**src/rtl/counter_pkg.sv**
```systemverilog
// counter_pkg: mode encoding shared by the LED mode counter and its bench-facing users
package counter_pkg;
  typedef enum logic [1:0] {
    MODE_UP      = 2'd0,
    MODE_DOWN    = 2'd1,
    MODE_BOUNCE  = 2'd2,
    MODE_ONESHOT = 2'd3
  } modeT;
endpackage

```
**src/rtl/tick_prescaler.sv**
```systemverilog
// tick_prescaler: emits one step tick every PRESCALE enabled cycles
module tick_prescaler #(
  parameter int PRESCALE = 1
) (
  input  logic ipClk,
  input  logic ipReset,
  input  logic ipEnable,
  input  logic ipClear,
  output logic opTick
);
  localparam int PW = PRESCALE > 1 ? $clog2(PRESCALE) : 1;
  localparam logic [PW-1:0] lastPhase = PW'(PRESCALE - 1);
  localparam logic [PW-1:0] onePhase = PW'(1);
  if (PRESCALE < 1) begin : gBadPrescale
    $error("tick_prescaler: PRESCALE must be >= 1");
  end
  logic [PW-1:0] phase;
  assign opTick = ipEnable && phase == lastPhase;
  // phase advances only while enabled and restarts on tick, clear or reset
  always_ff @(posedge ipClk) begin
    if (ipReset || ipClear) phase <= '0;
    else if (ipEnable) phase <= opTick ? '0 : phase + onePhase;
  end
endmodule

```
**src/rtl/led_mode_counter.sv**
```systemverilog
// led_mode_counter: prescaled up/down/bounce/one-shot counter driving board LEDs
module led_mode_counter
  import counter_pkg::*;
#(
  parameter int WIDTH = 31,
  parameter longint unsigned MAX = (64'd1 << WIDTH) - 64'd1,
  parameter int PRESCALE = 1,
  parameter int LED_WIDTH = 8
) (
  input  logic                 ipClk,
  input  logic                 ipReset,
  input  logic                 ipEnable,
  input  logic [1:0]           ipMode,
  input  logic                 ipLoad,
  input  logic [WIDTH-1:0]     ipLoadValue,
  output logic [WIDTH-1:0]     opCount,
  output logic [LED_WIDTH-1:0] opLED,
  output logic                 opWrap,
  output logic                 opDone
);
  if (MAX < 64'd1 || MAX > (64'd1 << WIDTH) - 64'd1) begin : gBadMax
    $error("led_mode_counter: MAX must be in 1..2**WIDTH-1");
  end
  if (LED_WIDTH < 1 || LED_WIDTH > WIDTH) begin : gBadLed
    $error("led_mode_counter: LED_WIDTH must be in 1..WIDTH");
  end
  localparam logic [WIDTH-1:0] maxVal = MAX[WIDTH-1:0];
  localparam logic [WIDTH-1:0] one = WIDTH'(1);
  modeT mode;
  logic tick, dirDown, atMax, atZero;
  logic [WIDTH-1:0] loadClamp, countNext;
  logic dirNext, wrapNext, doneNext;
  assign mode = modeT'(ipMode);
  assign atMax = opCount == maxVal;
  assign atZero = opCount == '0;
  assign loadClamp = ipLoadValue > maxVal ? maxVal : ipLoadValue;
  assign opLED = opCount[WIDTH-1 -: LED_WIDTH];
  tick_prescaler #(.PRESCALE(PRESCALE)) uPrescaler (
    .ipClk   (ipClk),
    .ipReset (ipReset),
    .ipEnable(ipEnable),
    .ipClear (ipLoad),
    .opTick  (tick)
  );
  // next count, direction and flags; load beats a coincident tick
  always_comb begin
    countNext = opCount;
    dirNext = dirDown && mode == MODE_BOUNCE;
    wrapNext = 1'b0;
    doneNext = opDone && mode == MODE_ONESHOT;
    if (ipLoad) begin
      countNext = loadClamp;
      dirNext = 1'b0;
      doneNext = mode == MODE_ONESHOT && loadClamp == maxVal;
    end else if (tick) begin
      case (mode)
        MODE_UP: begin
          countNext = atMax ? '0 : opCount + one;
          wrapNext = atMax;
        end
        MODE_DOWN: begin
          countNext = atZero ? maxVal : opCount - one;
          wrapNext = atZero;
        end
        MODE_BOUNCE: begin
          countNext = dirDown ? (atZero ? one : opCount - one) : (atMax ? maxVal - one : opCount + one);
          dirNext = dirDown ? !atZero : atMax;
          wrapNext = dirDown ? atZero : atMax;
        end
        default: begin
          countNext = atMax ? opCount : opCount + one;
          wrapNext = !atMax && opCount + one == maxVal;
          doneNext = doneNext || wrapNext;
        end
      endcase
    end
  end
  // state register with reset taking priority over load
  always_ff @(posedge ipClk) begin
    if (ipReset) begin
      opCount <= '0;
      dirDown <= 1'b0;
      opWrap <= 1'b0;
      opDone <= 1'b0;
    end else begin
      opCount <= countNext;
      dirDown <= dirNext;
      opWrap <= wrapNext;
      opDone <= doneNext;
    end
  end
endmodule

```
**config.mk**
```make
export PLATFORM = sky130hd
export DESIGN_NAME = led_mode_counter
export DESIGN_NICKNAME = d
export VERILOG_FILES = /design/src/rtl/counter_pkg.sv /design/src/rtl/tick_prescaler.sv /design/src/rtl/led_mode_counter.sv
export SDC_FILE = /design/constraint.sdc
export NUM_CORES = 1
export LEC_CHECK = 0
export ABC_AREA = 1
export ABC_CLOCK_PERIOD_IN_PS = 2250
export BUFFER_PORTS_ARGS = -buffer_cell sky130_fd_sc_hd__buf_2
export CAP_MARGIN = 20
export CORE_MARGIN = 2
export CORE_UTILIZATION = 40
export DETAILED_ROUTE_END_ITERATION = 8
export PLACE_DENSITY_LB_ADDON = 0.05
export SYNTH_ARGS = -nofsm -noshare
export SYNTH_HDL_FRONTEND = slang
export SYNTH_HIERARCHICAL = 1
export SYNTH_SLANG_ARGS = --single-unit
```
**constraint.sdc**
```tcl
create_clock -name ipClk -period 2.25 [get_ports ipClk]
set_input_delay 0.45 -clock ipClk [delete_from_list [all_inputs] [get_ports ipClk]]
set_output_delay 0.45 -clock ipClk [all_outputs]
set_load 0.02 [all_outputs]
```
==> flow_metrics.tcl <==
set metrics [dict create \
    status "completed" \
    nFillCells 1144 \
    p_per_area_nw_per_um2 387.0 \
    die_h_um 109.3 \
    wl_met2_um 8801 \
    htreeDepth 2 \
    clkTransAtPathRegs_ns 0.08 \
    min_path_type "input port to flip-flop" \
    clkPwrFrac_pct 21.6 \
    yosysMostFrequentCell "nand2_1" \
    setup_viol 0 \
    power_frac_comb_pct 45.2 \
    drive_gt1_share_pct 27.93 \
    path_cells "buf_4 -> nand3_4 -> nor2_4 -> buf_4 -> xor2_2 -> nand4_1 -> nor2_2 -> nand3_2 -> nor2_2 -> nand3_1 -> a21oi_1" \
    max_cap_violations 0 \
    syn2layout_area_growth_pct 29.58 \
    synth-seq-cells 35 \
    leakagePower_nw 2.787 \
    p_switching_w 0.0009881 \
    ys_warn_count 6 \
    avgSynthCellArea_um2 5.569 \
    fin_crit_ns 2.165 \
    initialDrtViolationCount 565 \
    ir_drop_mv 0.3119 \
    drtPass1Iterations 7 \
    grt_overflow 0 \
    tritoncts "built" \
    tightestPinTransition_ns 0.4817 \
    grt_util_all_layers_pct 33.42 \
    rows 38 \
    fp.dieW_um 109.3 \
    synth.distinct_cells 37 \
    vias 5871 \
    layoutNonFillerInstCount 1071 \
    yosys.area.top_type_share_pct 20.15 \
    numCtsBuffers 5 \
    fin_skew_ns 0.009843 \
    yosys-top-cells-area "nand2_1, dfxtp_1, nor2_1, nand3_1, inv_1" \
    antennaDiodeCount 0 \
    place_congestion 1.038 \
    fmax_ghz 0.4619 \
    fin_util_pct 52.99 \
    p_int_w 0.001235 \
    synth_cells 796 \
    cts_sinks 35 \
    asyncSetResetFlopFracSynth_pct 0 \
    wire_per_inst_um 18.23 \
    coreArea_um2 10840 \
    grt_max_degree 30 \
    clockBufferDepth 2 \
    power_frac_seq_pct 33.2 \
    maxSlewViolCount 0 \
    multiInputGateArea_um2 3304 \
    syn-num-nets 841 \
    cts_root_buf "clkbuf_8" \
    seq_area_frac_synth_pct 15.81 \
    relSlewSlack_pct 67.64 \
    start_kind "flip-flop" \
    dp_cells 1060 \
    top_layer "met4" \
    critical_path_class "flip-flop to flip-flop" \
    power_w 0.002223 \
    io_buffer_count 77 \
    hold_viol 0 \
    syn_area_um2 4433 \
    wl_met3_um 1870 \
    p_sw_share_pct 44.44 \
    wl_met1_um 8418 \
    routed_wl_um 19520 \
    rsz0062_at_grt "yes" \
    synth_top_area_cell "nand2_1" \
    slowest_delay_ns 0.34 \
    grt_pass1_wl_um 29860 \
    dp_hpwl_um 15520 \
    clk_latency_ns 0.33 \
    synth_flop_cell "dfxtp_1" \
    drc 0 \
    die-area_um2 11940 \
    start_util_pct 40.89 \
    cts_hold_buf 0 \
    ant_nets 0 \
    critPathCaptureType "flip-flop" \
    grt_pass1_vias 5410 \
    period_share_pct 96.22 \
    avgViaCountPerCell 5.482 \
    io_pins 78 \
    cp_data_required_time_ns 2.50 \
    crit_slowest_cell "dfxtp_2" \
    regArea_um2 718.2 \
    synthTopCellsByCount "nand2_1, nor2_1, inv_1" \
    cp_max_fo 7 \
    grt_antenna_before_repair 0 \
    synth_edf_count 0 \
    fin_nets 977 \
    arrival_ns 2.42 \
]
-- routing by layer --
metal,global-route usage (%),up-vias
met5,0,-
met4,9.403,0
met3,5.499,36
met2,53.11,325
met1,46.53,2678
li1,-,2832
-- critical path: cells and delay by family (launching register included) --
kind,cells,cell delay (ns)
simple gates,7,1.08
buf+inv,2,0.35
flops,1,0.34
xor+xnor,1,0.18
compound gates,1,0.14
-- state kept, by name, summed over array words and instances (netlist names) --
name / cells
opWrap: 1
opCount: 31
opDone: 1
uPrescaler/phase: 1
dirDown: 1
-- layout by cell type, fill, tap and decap left out, drive strengths merged --
cell      n
clkbuf    6
nand3b    1
xor2     29
ha        8
a21oi    66
or2       2
o22ai     1
o211ai   26
nand3    67
o21ai    35
clkinv    2
and2      2
nor4      2
nor2    111
dfxtp    35
o21bai    1
inv      88
nor3b     1
buf     169
nor3     11
nand4    21
nand2   245
xnor2     1
a31oi     1
-- power by group through the flow --
stage | clock network (W) | registers [W] | logic, W
2_1_floorplan | 0 | 0.000786 | 0.000531
3_5_place_dp | 0 | 0.000746 | 0.000948
4_1_cts | 0.000488 | 0.000731 | 0.000960
5_1_grt | 0.000511 | 0.000745 | 0.00109
6_report | 0.000479 | 0.000738 | 0.00101
3_3_place_gp | 0 | 0.000745 | 0.000945
-- through the flow --
stage | area, µm² | setup TNS (ns) | hold slack [ns] | setup slack [ns]
global route | 5744 | -0.1251 | 0.3921 | -0.05441
floorplan | 4436 | 0 | 0.4209 | 0.04999
CTS | 5560 | 0 | 0.3612 | 0.006740
global placement | 5460 | -0.7031 | 0.4312 | -0.2655
finish | 5744 | 0 | 0.3638 | 0.08495
detailed placement | 5460 | -0.7646 | 0.4310 | -0.2727
-- layout make-up --
type	count	area share, %
inverters	90	5.925
repair buffers	169	19.73
flip-flops and latches	35	12.50
multi-input cells	631	57.53
well taps	140	3.049
clock buffers	6	1.263
-- worst paths after layout --
check,cells past startpoint,slack [ns],end,startpoint
max,11,0.08,opDone,opCount[0]
min,4,0.36,uPrescaler/phase,ipEnable
max reg2reg,11,0.08,opDone,opCount[0]
min reg2reg,2,0.44,uPrescaler/phase,uPrescaler/phase
-- logic make-up (layout without fill, tap and decap cells) --
kind of cell	after synthesis	in the layout	synth area share (%)
buffers and inverters	130	265	13.01
AOI/OAI and AO/OA	130	130	17.36
xor gates and xnor gates	30	30	5.927
adders and majority gates	8	8	2.258
DFF	35	35	15.81
and+or+nand+nor	463	463	45.64
-- what timing repair did --
item,4_1_cts,5_1_grt
hold endpoints to repair,0,0
pin swaps,1,6
resized for setup,3,55
cloned,0,0
buffers inserted,3,2
setup endpoints to repair,7,33
No activity file was read; power rests on OpenSTA's default activity.
